<file path="src/rtl/i2c_poll_arbiter.sv">
// rtl/i2c_poll_arbiter.sv - shares one i2c master engine between a host port and a periodic register poller
module i2c_poll_arbiter #(
  parameter int NREG    = 2,
  parameter int PERIOD  = 1000000,
  parameter int TIMEOUT = 2000000
) (
  input  logic              clk,
  input  logic              reset,
  input  logic              host_req,
  input  logic              host_rw,
  input  logic [6:0]        host_addr,
  input  logic [7:0]        host_reg,
  input  logic [7:0]        host_wdata,
  output logic              host_gnt,
  output logic              host_done,
  output logic              host_ack,
  output logic [7:0]        host_rdata,
  output logic              host_timeout,
  input  logic              poll_en,
  input  logic [6:0]        poll_addr,
  input  logic [7:0]        poll_base_reg,
  output logic [8*NREG-1:0] poll_data,
  output logic [NREG-1:0]   poll_err,
  output logic              poll_frame,
  output logic              poll_overrun,
  output logic              eng_start,
  output logic              eng_rw,
  output logic [6:0]        eng_slave_address,
  output logic [7:0]        eng_slave_reg,
  output logic [7:0]        eng_tx_data,
  input  logic              eng_done,
  input  logic              eng_ack,
  input  logic              eng_busy,
  input  logic [7:0]        eng_rx_data
);

  localparam int CW = $clog2(PERIOD + 1);
  localparam int TW = $clog2(TIMEOUT + 1);
  localparam int IW = (NREG > 1) ? $clog2(NREG) : 1;

  typedef enum logic [1:0] {IDLE, ISSUE, WAIT, FINISH} state_t;

  state_t        state, state_nx;
  logic [CW-1:0] tick_cnt;
  logic [TW-1:0] to_cnt;
  logic [IW-1:0] poll_idx;
  logic          poll_pending;
  logic          owner_host;
  logic          last_grant_host;
  logic          tick, poll_cand, grant_any, grant_host, to_hit, xfer_ack, last_slot;

  // Grants wait for the engine to drop busy so it always finishes its stop condition first.
  always_comb begin
    tick       = poll_en && (tick_cnt == CW'(PERIOD - 1));
    poll_cand  = poll_pending && poll_en;
    grant_any  = !eng_busy && (host_req || poll_cand);
    grant_host = !eng_busy && host_req && (!poll_cand || !last_grant_host);
    to_hit     = (to_cnt == TW'(TIMEOUT - 1));
    xfer_ack   = eng_done && eng_ack;
    last_slot  = (poll_idx == IW'(NREG - 1));
  end

  always_comb begin
    state_nx = state;
    case (state)
      IDLE:    if (grant_any) state_nx = ISSUE;
      ISSUE:   state_nx = WAIT;
      WAIT:    if (eng_done || to_hit) state_nx = FINISH;
      FINISH:  state_nx = IDLE;
      default: state_nx = IDLE;
    endcase
  end

  always_ff @(posedge clk) begin
    if (reset) begin
      state <= IDLE;
    end else begin
      state <= state_nx;
    end
  end

  // Reset forces the engine strobe inactive immediately, not one cycle later.
  always_comb begin
    eng_start  = reset || !(state == ISSUE || state == WAIT);
    host_gnt   = !reset && (state == IDLE) && grant_host;
    host_done  = !reset && (state == FINISH) && owner_host;
    poll_frame = !reset && (state == FINISH) && !owner_host && last_slot && poll_en;
  end

  always_ff @(posedge clk) begin
    if (reset) begin
      tick_cnt          <= '0;
      to_cnt            <= '0;
      poll_idx          <= '0;
      poll_pending      <= 1'b0;
      owner_host        <= 1'b0;
      last_grant_host   <= 1'b0;
      host_ack          <= 1'b0;
      host_rdata        <= 8'h00;
      host_timeout      <= 1'b0;
      poll_data         <= '0;
      poll_err          <= '0;
      poll_overrun      <= 1'b0;
      eng_rw            <= 1'b0;
      eng_slave_address <= 7'h00;
      eng_slave_reg     <= 8'h00;
      eng_tx_data       <= 8'h00;
    end else begin
      if (!poll_en || tick) begin
        tick_cnt <= '0;
      end else begin
        tick_cnt <= tick_cnt + CW'(1);
      end

      if (tick) begin
        if (poll_pending) begin
          poll_overrun <= 1'b1;
        end else begin
          poll_pending <= 1'b1;
          poll_idx     <= '0;
        end
      end

      // A disabled poller abandons its frame unless it currently owns the engine.
      if (!poll_en && (state == IDLE || owner_host)) begin
        poll_pending <= 1'b0;
        poll_idx     <= '0;
      end

      case (state)
        IDLE: begin
          if (grant_any) begin
            owner_host      <= grant_host;
            last_grant_host <= grant_host;
            if (grant_host) begin
              host_timeout      <= 1'b0;
              eng_rw            <= host_rw;
              eng_slave_address <= host_addr;
              eng_slave_reg     <= host_reg;
              eng_tx_data       <= host_wdata;
            end else begin
              eng_rw            <= 1'b0;
              eng_slave_address <= poll_addr;
              eng_slave_reg     <= poll_base_reg + 8'(poll_idx);
              eng_tx_data       <= 8'h00;
            end
          end
        end
        ISSUE: begin
          to_cnt <= '0;
        end
        WAIT: begin
          to_cnt <= to_cnt + TW'(1);
          // Results land on the exit edge so they are valid alongside host_done/poll_frame.
          if (eng_done || to_hit) begin
            if (owner_host) begin
              host_ack <= xfer_ack;
              if (xfer_ack && !eng_rw) host_rdata <= eng_rx_data;
              if (!eng_done) host_timeout <= 1'b1;
            end else begin
              for (int i = 0; i < NREG; i++) begin
                if (poll_idx == IW'(i)) begin
                  if (xfer_ack) begin
                    poll_data[8*i +: 8] <= eng_rx_data;
                    poll_err[i]         <= 1'b0;
                  end else begin
                    poll_err[i] <= 1'b1;
                  end
                end
              end
            end
          end
        end
        FINISH: begin
          if (!owner_host) begin
            if (!poll_en || last_slot) begin
              poll_pending <= 1'b0;
              poll_idx     <= '0;
            end else begin
              poll_idx <= poll_idx + IW'(1);
            end
          end
        end
        default: ;
      endcase
    end
  end

endmodule

</file>
<file path="config.mk">
export PLATFORM = sky130hd
export DESIGN_NAME = i2c_poll_arbiter
export DESIGN_NICKNAME = d
export VERILOG_FILES = /design/src/rtl/i2c_poll_arbiter.sv
export SDC_FILE = /design/constraint.sdc
export NUM_CORES = 1
export LEC_CHECK = 0
export CAP_MARGIN = 5
export CORE_ASPECT_RATIO = 0.5
export CORE_MARGIN = 4
export CORE_UTILIZATION = 38
export CTS_CLUSTER_DIAMETER = 100
export DETAILED_ROUTE_END_ITERATION = 10
export PLACE_DENSITY = 0.65
export SETUP_SLACK_MARGIN = 0.15
export SKIP_LAST_GASP = 1
export SLEW_MARGIN = 30
export SYNTH_ARGS = -nofsm -noshare
export SYNTH_HDL_FRONTEND = slang
export SYNTH_SLANG_ARGS = --single-unit
export TNS_END_PERCENT = 5
</file>
<file path="constraint.sdc">
create_clock -name clk -period 2.1 [get_ports clk]
set_clock_uncertainty 0.05 [all_clocks]
set_input_delay 0.42 -clock clk [delete_from_list [all_inputs] [get_ports clk]]
set_output_delay 0.42 -clock clk [all_outputs]
set_load 0.01 [all_outputs]
</file>
==> metrics.md, run 1 <==
| Metric | Value |
|---|---|
| Status | `complete, no violations` |
| Unrepaired setup endpoints after global routing | `true` |
| Final period utilization | `0.933` |
| Met3 routed WL | `between 500 and 600 µm` |
| Area delta synth->final | `43.6%` |
| CTS Buf Count | `9` |
| Top delay family on crit path | `flip-flops` |
| Buffers on Ports | `110` |
| RePlAce Congestion | `between 0.8 and 0.9` |
| Post-synthesis sequential area ratio | `0.466` |
| Crit path depth | `4` |
| Biggest register | `to_cnt` |
| Synth top area cells | `dfxtp_1 47%, mux2i_1 6.4%, nor2_1 6.3%, nand2_1 4.0%, xnor2_1 3.9%` |
| Sequential cell area | `around 2000 µm²` |
| First-pass GRT wire length | `~17000 µm` |
| P per Cell Area | `~770 nW/µm²` |
| Vias per cell | `4.92` |
| Syn_area_per_cell | `just over 9 µm²` |
| Largest net degree at the start of global routing | `30` |
| Slew @ Worst Pin | `0.521 ns` |
| Clock Latency Late Sink | `~0.34 ns` |
| Reg-to-reg slack, setup | `between 0.2 and 0.3 ns` |
| Die height | `between 80 and 90 µm` |
| TritonCTS clock tree | `yes` |
| Antenna Nets Post-Route | `0` |
| Setup crit start kind | `register` |
| Max Used Layer | `met4` |
| Top FF cell, synth | `dfxtp_1` |
| Worst setup path startpoint | `state[0]` |
| Tot GR Track Use | `0.162` |
| Critical R2R Launch | `state[0]` |
| H-Tree Level Count | `3` |
| Cell Rows | `26` |
| Routed via count | `approximately 3700` |
| CTS sink cnt | `between 90 and 100` |
| Arr. time, crit path | `1.49 ns` |
| # hold bufs at CTS | `0` |
| Min-Delay Path Class | `reg -> reg` |
| CP max stage cell | `dfxtp_1` |
| Cell variety after synth | `47` |
| Tot Pwr | `between 4000 and 5000 µW` |
| Kind of critical path | `reg -> out` |
| Mapped cell area | `4250 µm²` |
| Max Cap Viol | `0` |
| Combinational group share of total power | `0.226` |
| RR Endpoint | `poll_data[0]` |
| WP buf/inv | `1` |
| Endpoint class of the critical path | `output port` |
| Post-route DRC | `0` |
| Fill cells | `about 970` |
| Total negative slack for setup checks | `0 ns` |
| Met1 wire length | `around 4800 µm` |
| DR WL met2 | `around 5000 µm` |
| Core Util, Final | `0.579` |
| N_diodes | `0` |
| DR iter-0 viols | `210` |
| Top Registers | `to_cnt x21, tick_cnt x20, poll_data x16` |
| Vias in the first global route | `~3500` |
| Yosys warns | `0` |
| First-pass DRT Iterations | `4` |
| Post-synthesis cell count | `470` |
| Synth area leader | `dfxtp_1` |
| Post-route setup slack | `around 0.14 ns` |
| WL/cell | `between 10 and 15 µm` |
| CTS clk-pin slew, worst paths | `~0.07 ns` |
| Clock root cell | `clkbuf_16` |
| Net Count, Synth | `approximately 530` |
| Clock Path Buffers | `2` |
| Setup crit end | `poll_frame` |
| Final hold vios | `0` |
| Design Area, Final | `roughly 6100 µm²` |
| Nets | `~680` |
| Post-Place Worst Slack | `-0.214 ns` |
| Post-synth top area share | `0.466` |
| Post-DP Area | `5790 µm²` |
| Final wirelength | `10500 µm` |
| WP data required | `~1.6 ns` |
| Clock power share | `0.334` |
| LEAKAGE | `around 0.0022 µW` |
| # IOs | `between 100 and 150` |
| Slew headroom | `0.652` |
| Share of post-route cells with drive strength above 1 | `0.126` |
| Pint | `3370 µW` |
| Critical path, cell by cell | `ha_1 > nand2b_1 > nor4b_2 > clkdlybuf4s15_2` |
| Seq cells post-synth | `99` |
| Fin crit period | `1.96 ns` |
| Synth async-reset ratio | `0` |
| Core area | `10500 µm²` |
| Seq pwr share | `0.440` |
| Sw Pwr | `1310 µW` |
| Number of synthesized flops with an enable pin | `0` |
| Net Sw Frac | `0.280` |
| Grt total ovfl | `0` |
| Worst VDD drop | `between 0.4 and 0.5 mV` |
| Hpwl dp | `7800 µm` |
| Largest stage delay, worst path | `around 0.37 ns` |
| Starting Density | `0.404` |
| Max reg flops | `21` |
| Final slew viol count | `0` |
| Die width | `between 150 and 200 µm` |
| Initial antenna violation count | `0` |
| Final setup violation count | `0` |
| Achievable Freq | `a little over 0.5 GHz` |
| Worst-path fanout max | `3` |
| Multi-input combinational cell area | `approximately 2200 µm²` |
| Reg2Reg Depth | `7` |
| DIE AREA | `roughly 13000 µm²` |
## cell families after synthesis
group | synth area share
compound gates | 0.114
xor+xnor | 0.0782
fa+ha+maj | 0.0206
buf+inv | 0.0288
flops | 0.466
mux | 0.0635
simple gates | 0.229
## how the worst min path moves through the flow
stage	start	to	slack [ns]	cells past startpoint
final	poll_data[11]	poll_data[11]	0.41	2
after global placement	eng_slave_reg[2]	eng_slave_reg[2]	0.39	2
after detailed placement	poll_data[13]	poll_data[13]	0.40	2
after floorplan	tick_cnt[0]	tick_cnt[0]	0.39	1
after global routing	poll_data[11]	poll_data[11]	0.43	2
after CTS	poll_data[13]	poll_data[13]	0.41	2
## routing by layer
metal	GRT usage	up-vias
li1	-	1936
met1	0.204	1719
met2	0.266	72
met3	0.0561	6
met4	0.0406	0
met5	0	-
## per-stage QoR
step	std cells	hold slack, ns
floorplan	470	0.391
global route	759	0.427
finish	759	0.406
global placement	742	0.388
CTS	759	0.408
detailed placement	742	0.398
## repair_timing
action,4_1_cts,5_1_grt
cloned,0,0
resized for setup,11,3
buffers inserted,1,0
endpoints found under the setup margin,10,25
## power by group through the flow
stage | Combinational, µW | Clock, µW | Sequential [µW]
6_report | 1060 | 1560 | 2060
5_1_grt | 1160 | 1720 | 2070
4_1_cts | 1040 | 1620 | 2060
3_5_place_dp | 1040 | 0 | 2100
3_3_place_gp | 1030 | 0 | 2100
2_1_floorplan | 463 | 0 | 2130
## Yosys cell counts (2+ instances only)
| cell type | instances |
|---|---|
| a211o_1 | 2 |
| a211oi_1 | 12 |
| a21oi_1 | 24 |
| a22o_1 | 9 |
| a31oi_1 | 5 |
| and3_1 | 8 |
| and4_1 | 5 |
| buf_1 | 2 |
| buf_2 | 2 |
| clkbuf_1 | 13 |
| dfxtp_1 | 99 |
| ha_1 | 7 |
| inv_1 | 11 |
| mux2i_1 | 27 |
| nand2_1 | 45 |
| nand2b_1 | 2 |
| nand3_1 | 17 |
| nand3b_1 | 3 |
| nand4_1 | 13 |
| nor2_1 | 71 |
| nor3_1 | 9 |
| nor4_1 | 3 |
| nor4_2 | 2 |
| nor4b_1 | 3 |
| o211ai_1 | 3 |
| o21ai_0 | 10 |
| or3_1 | 7 |
| xnor2_1 | 19 |
| xor2_1 | 19 |
## layout by cell type (no fill, tap or decap), types with 9 or more instances in the layout
cell               n
a21oi_1           24
nor2_1            70
mux2i_1           27
a211oi_1          12
o21ai_0            9
dfxtp_1           98
xnor2_1           19
nand2_1           45
clkdlybuf4s50_1  105
clkbuf_16          9
nand4_1           13
buf_4             38
nand3_1           17
inv_1             11
xor2_1            19
a22o_1             9
## tightest hold or removal path: cells and delay by family (launching register included)
family	cells	cell delay, ns
and+or+nand+nor	1	0.05
DFF	1	0.31
AOI/OAI and AO/OA	1	0.05
## layout make-up
cell class | count | area share
clock buffers | 9 | 0.0369
clock inverters | 7 | 0.00942
inverters | 12 | 0.00738
multi-input cells | 341 | 0.357
flip-flops and latches | 99 | 0.325
well taps | 140 | 0.0287
repair buffers | 151 | 0.236
Power figures use the tool's default switching activity.
==> inputs of run 2 (changes only) <==
- CTS_CLUSTER_SIZE: not set -> 14
- HOLD_SLACK_MARGIN: not set -> 0.12
- TNS_END_PERCENT: 5 -> not set
==> metrics.md, run 2 (synthesized netlist as in run 1, its figures left out) <==
| Metric | Value |
|---|---|
| Status | `complete, no violations` |
| CTS clk-pin slew, worst paths | `0.07 ns (about the same)` |
| Grt total ovfl | `0 (unchanged)` |
| Slew headroom | `0.659 (+0.00661)` |
| Critical R2R Launch | `to_cnt[8]` |
| # hold bufs at CTS | `0 (unchanged)` |
| Arr. time, crit path | `1.38 ns (-0.11 ns)` |
| DR iter-0 viols | `205 (-2.4%)` |
| Antenna Nets Post-Route | `0 (unchanged)` |
| Net Sw Frac | `0.281 (+0.000486)` |
| Min-Delay Path Class | `reg -> reg` |
| Cell Count, Final, Fillers Out | `762 (+0.40%)` |
| Nets | `678 (+0.44%)` |
| Fill cells | `965 (-0.72%)` |
| CP max stage cell | `dfxtp_2` |
| H-Tree Level Count | `3 (unchanged)` |
| Endpoint class of the critical path | `output port` |
| Buffers on Ports | `110 (unchanged)` |
| Initial antenna violation count | `0 (unchanged)` |
| Critical path, cell by cell | `inv_1 > ha_4 > nand2_1 > clkdlybuf4s15_1` |
| Sw Pwr | `1320 µW (+0.80%)` |
| Most common cell after layout, fill and taps aside | `clkdlybuf4s50_1` |
| Clock power share | `0.333 (about the same)` |
| Largest net degree at the start of global routing | `30 (unchanged)` |
| Setup crit end | `eng_start` |
| Clock Latency Late Sink | `0.34 ns (about the same)` |
| Max Cap Viol | `0 (unchanged)` |
| DIE AREA | `13100 µm² (unchanged)` |
| Die height | `82.8 µm (unchanged)` |
| CTS sink cnt | `99 (unchanged)` |
| Cell Rows | `26 (unchanged)` |
| TritonCTS clock tree | `yes` |
| Clock root cell | `clkbuf_16` |
| Vias in the first global route | `3512 (-0.057%)` |
| Starting Density | `0.404 (unchanged)` |
| Kind of critical path | `reg -> out` |
| Design Area, Final | `6140 µm² (+0.49%)` |
| P per Cell Area | `767 nW/µm² (+0.13%)` |
| Tot GR Track Use | `0.163 (+0.000436)` |
| Final wirelength | `10500 µm (+0.53%)` |
| Core area | `10500 µm² (unchanged)` |
| N_diodes | `0 (unchanged)` |
| First-pass GRT wire length | `17500 µm (+0.16%)` |
| Seq pwr share | `0.437 (-0.003)` |
| Worst VDD drop | `0.464 mV (+1.5%)` |
| Worst setup path startpoint | `state[0]` |
| # IOs | `111 (unchanged)` |
| Fin Hold WS | `0.406 ns (-0.000553 ns)` |
| Unrepaired setup endpoints after global routing | `false` |
| RePlAce Congestion | `0.815 (unchanged)` |
| Fin crit period | `1.85 ns (-0.107 ns)` |
| Share of post-route cells with drive strength above 1 | `0.135 (+0.00904)` |
| Worst-path fanout max | `6 (+3)` |
| Final period utilization | `0.882 (-0.0509)` |
| Pint | `3390 µW (+0.56%)` |
| Slew @ Worst Pin | `0.511 ns (-0.00990 ns)` |
| Hpwl dp | `7800 µm (unchanged)` |
| Die width | `158 µm (unchanged)` |
| CTS Buf Count | `9 (unchanged)` |
| Biggest register | `to_cnt` |
| Routed via count | `3741 (+0.21%)` |
| Setup crit start kind | `register` |
| First-pass DRT Iterations | `4 (unchanged)` |
| Post-route DRC | `0 (unchanged)` |
| Post-DP Area | `5790 µm² (unchanged)` |
| Vias per cell | `4.91 (-0.18%)` |
| Tot Pwr | `4710 µW (+0.62%)` |
| Clock Path Buffers | `2 (unchanged)` |
| Final slew viol count | `0 (unchanged)` |
| LEAKAGE | `0.00223 µW (+1.4%)` |
| Final setup violation count | `0 (unchanged)` |
| RR Endpoint | `state[0]` |
| Reg2Reg Depth | `5 (-2)` |
| Reg-to-reg slack, setup | `0.25 ns (about the same)` |
| WL/cell | `13.8 µm (+0.13%)` |
| Core Util, Final | `0.582 (+0.00285)` |
| Most frequent cells in the layout | `105 x clkdlybuf4s50_1, 97 x dfxtp_1, 70 x nor2_1, 45 x nand2_1, 40 x buf_4` |
| Top Registers | `to_cnt x21, tick_cnt x20, poll_data x16` |
| Final hold vios | `0 (unchanged)` |
| Max reg flops | `21 (unchanged)` |
| Largest stage delay, worst path | `0.35 ns (-0.02 ns)` |
| Combinational group share of total power | `0.230 (+0.004)` |
| Area delta synth->final | `44.3%` |
| WP data required | `1.63 ns (about the same)` |
| Achievable Freq | `0.540 GHz (+5.8%)` |
| Post-Place Cells | `742 (unchanged)` |
==> run 2: layout make-up <==
class,count,area [µm²],share of cell area
clock inverter,7,57.6,0.00938
tap,140,175,0.0285
clock buffer,9,225,0.0367
inverter,12,45.0,0.00734
multi-input combinational,341,2190,0.357
sequential,99,1980,0.323
timing repair buffer,154,1460,0.238
==> run 2: worst min-delay path by stage <==
| stage | startpoint | end | cells after the start |
|---|---|---|---|
| global route | poll_data[11] | poll_data[11] | 2 |
| global placement | eng_slave_reg[2] | eng_slave_reg[2] | 2 |
| detailed placement | poll_data[13] | poll_data[13] | 2 |
| CTS | poll_data[13] | poll_data[13] | 2 |
| finish | poll_data[11] | poll_data[11] | 2 |
| floorplan | tick_cnt[0] | tick_cnt[0] | 1 |
==> run 2: repair_timing <==
item / CTS / global route
endpoints found under the hold margin: 0 / 0
endpoints found under the setup margin: 10 / 26
setup buffers: 1 / 3
pin swaps: 1 / 2
gates resized for setup: 16 / 7
==> run 2: per-layer routing <==
metal  wire length [µm]  track usage
met5                  0            0
met4                111       0.0406
met3                632       0.0561
met2               4940        0.268
met1               4850        0.204
==> run 2: per-stage QoR <==
step	TNS, ns	setup WS, ns
floorplan	0	0.231
global placement	-1.62	-0.208
detailed placement	-2.22	-0.214
CTS	0	0.122
global route	0	0.151
finish	0	0.247
==> run 2: power groups by stage <==
stage | clock network, µW | logic (µW) | registers [µW]
floorplan | 0 | 463 | 2130
global placement | 0 | 1030 | 2100
detailed placement | 0 | 1040 | 2100
CTS | 1620 | 1070 | 2060
global route | 1720 | 1180 | 2070
finish | 1570 | 1080 | 2060
==> run 2: worst max-delay path: cells and delay by family, from the launching register on <==
family	cells	cell delay (ns)
fa+ha+maj	1	0.30
buf+inv	2	0.32
flops	1	0.35
simple gates	1	0.08
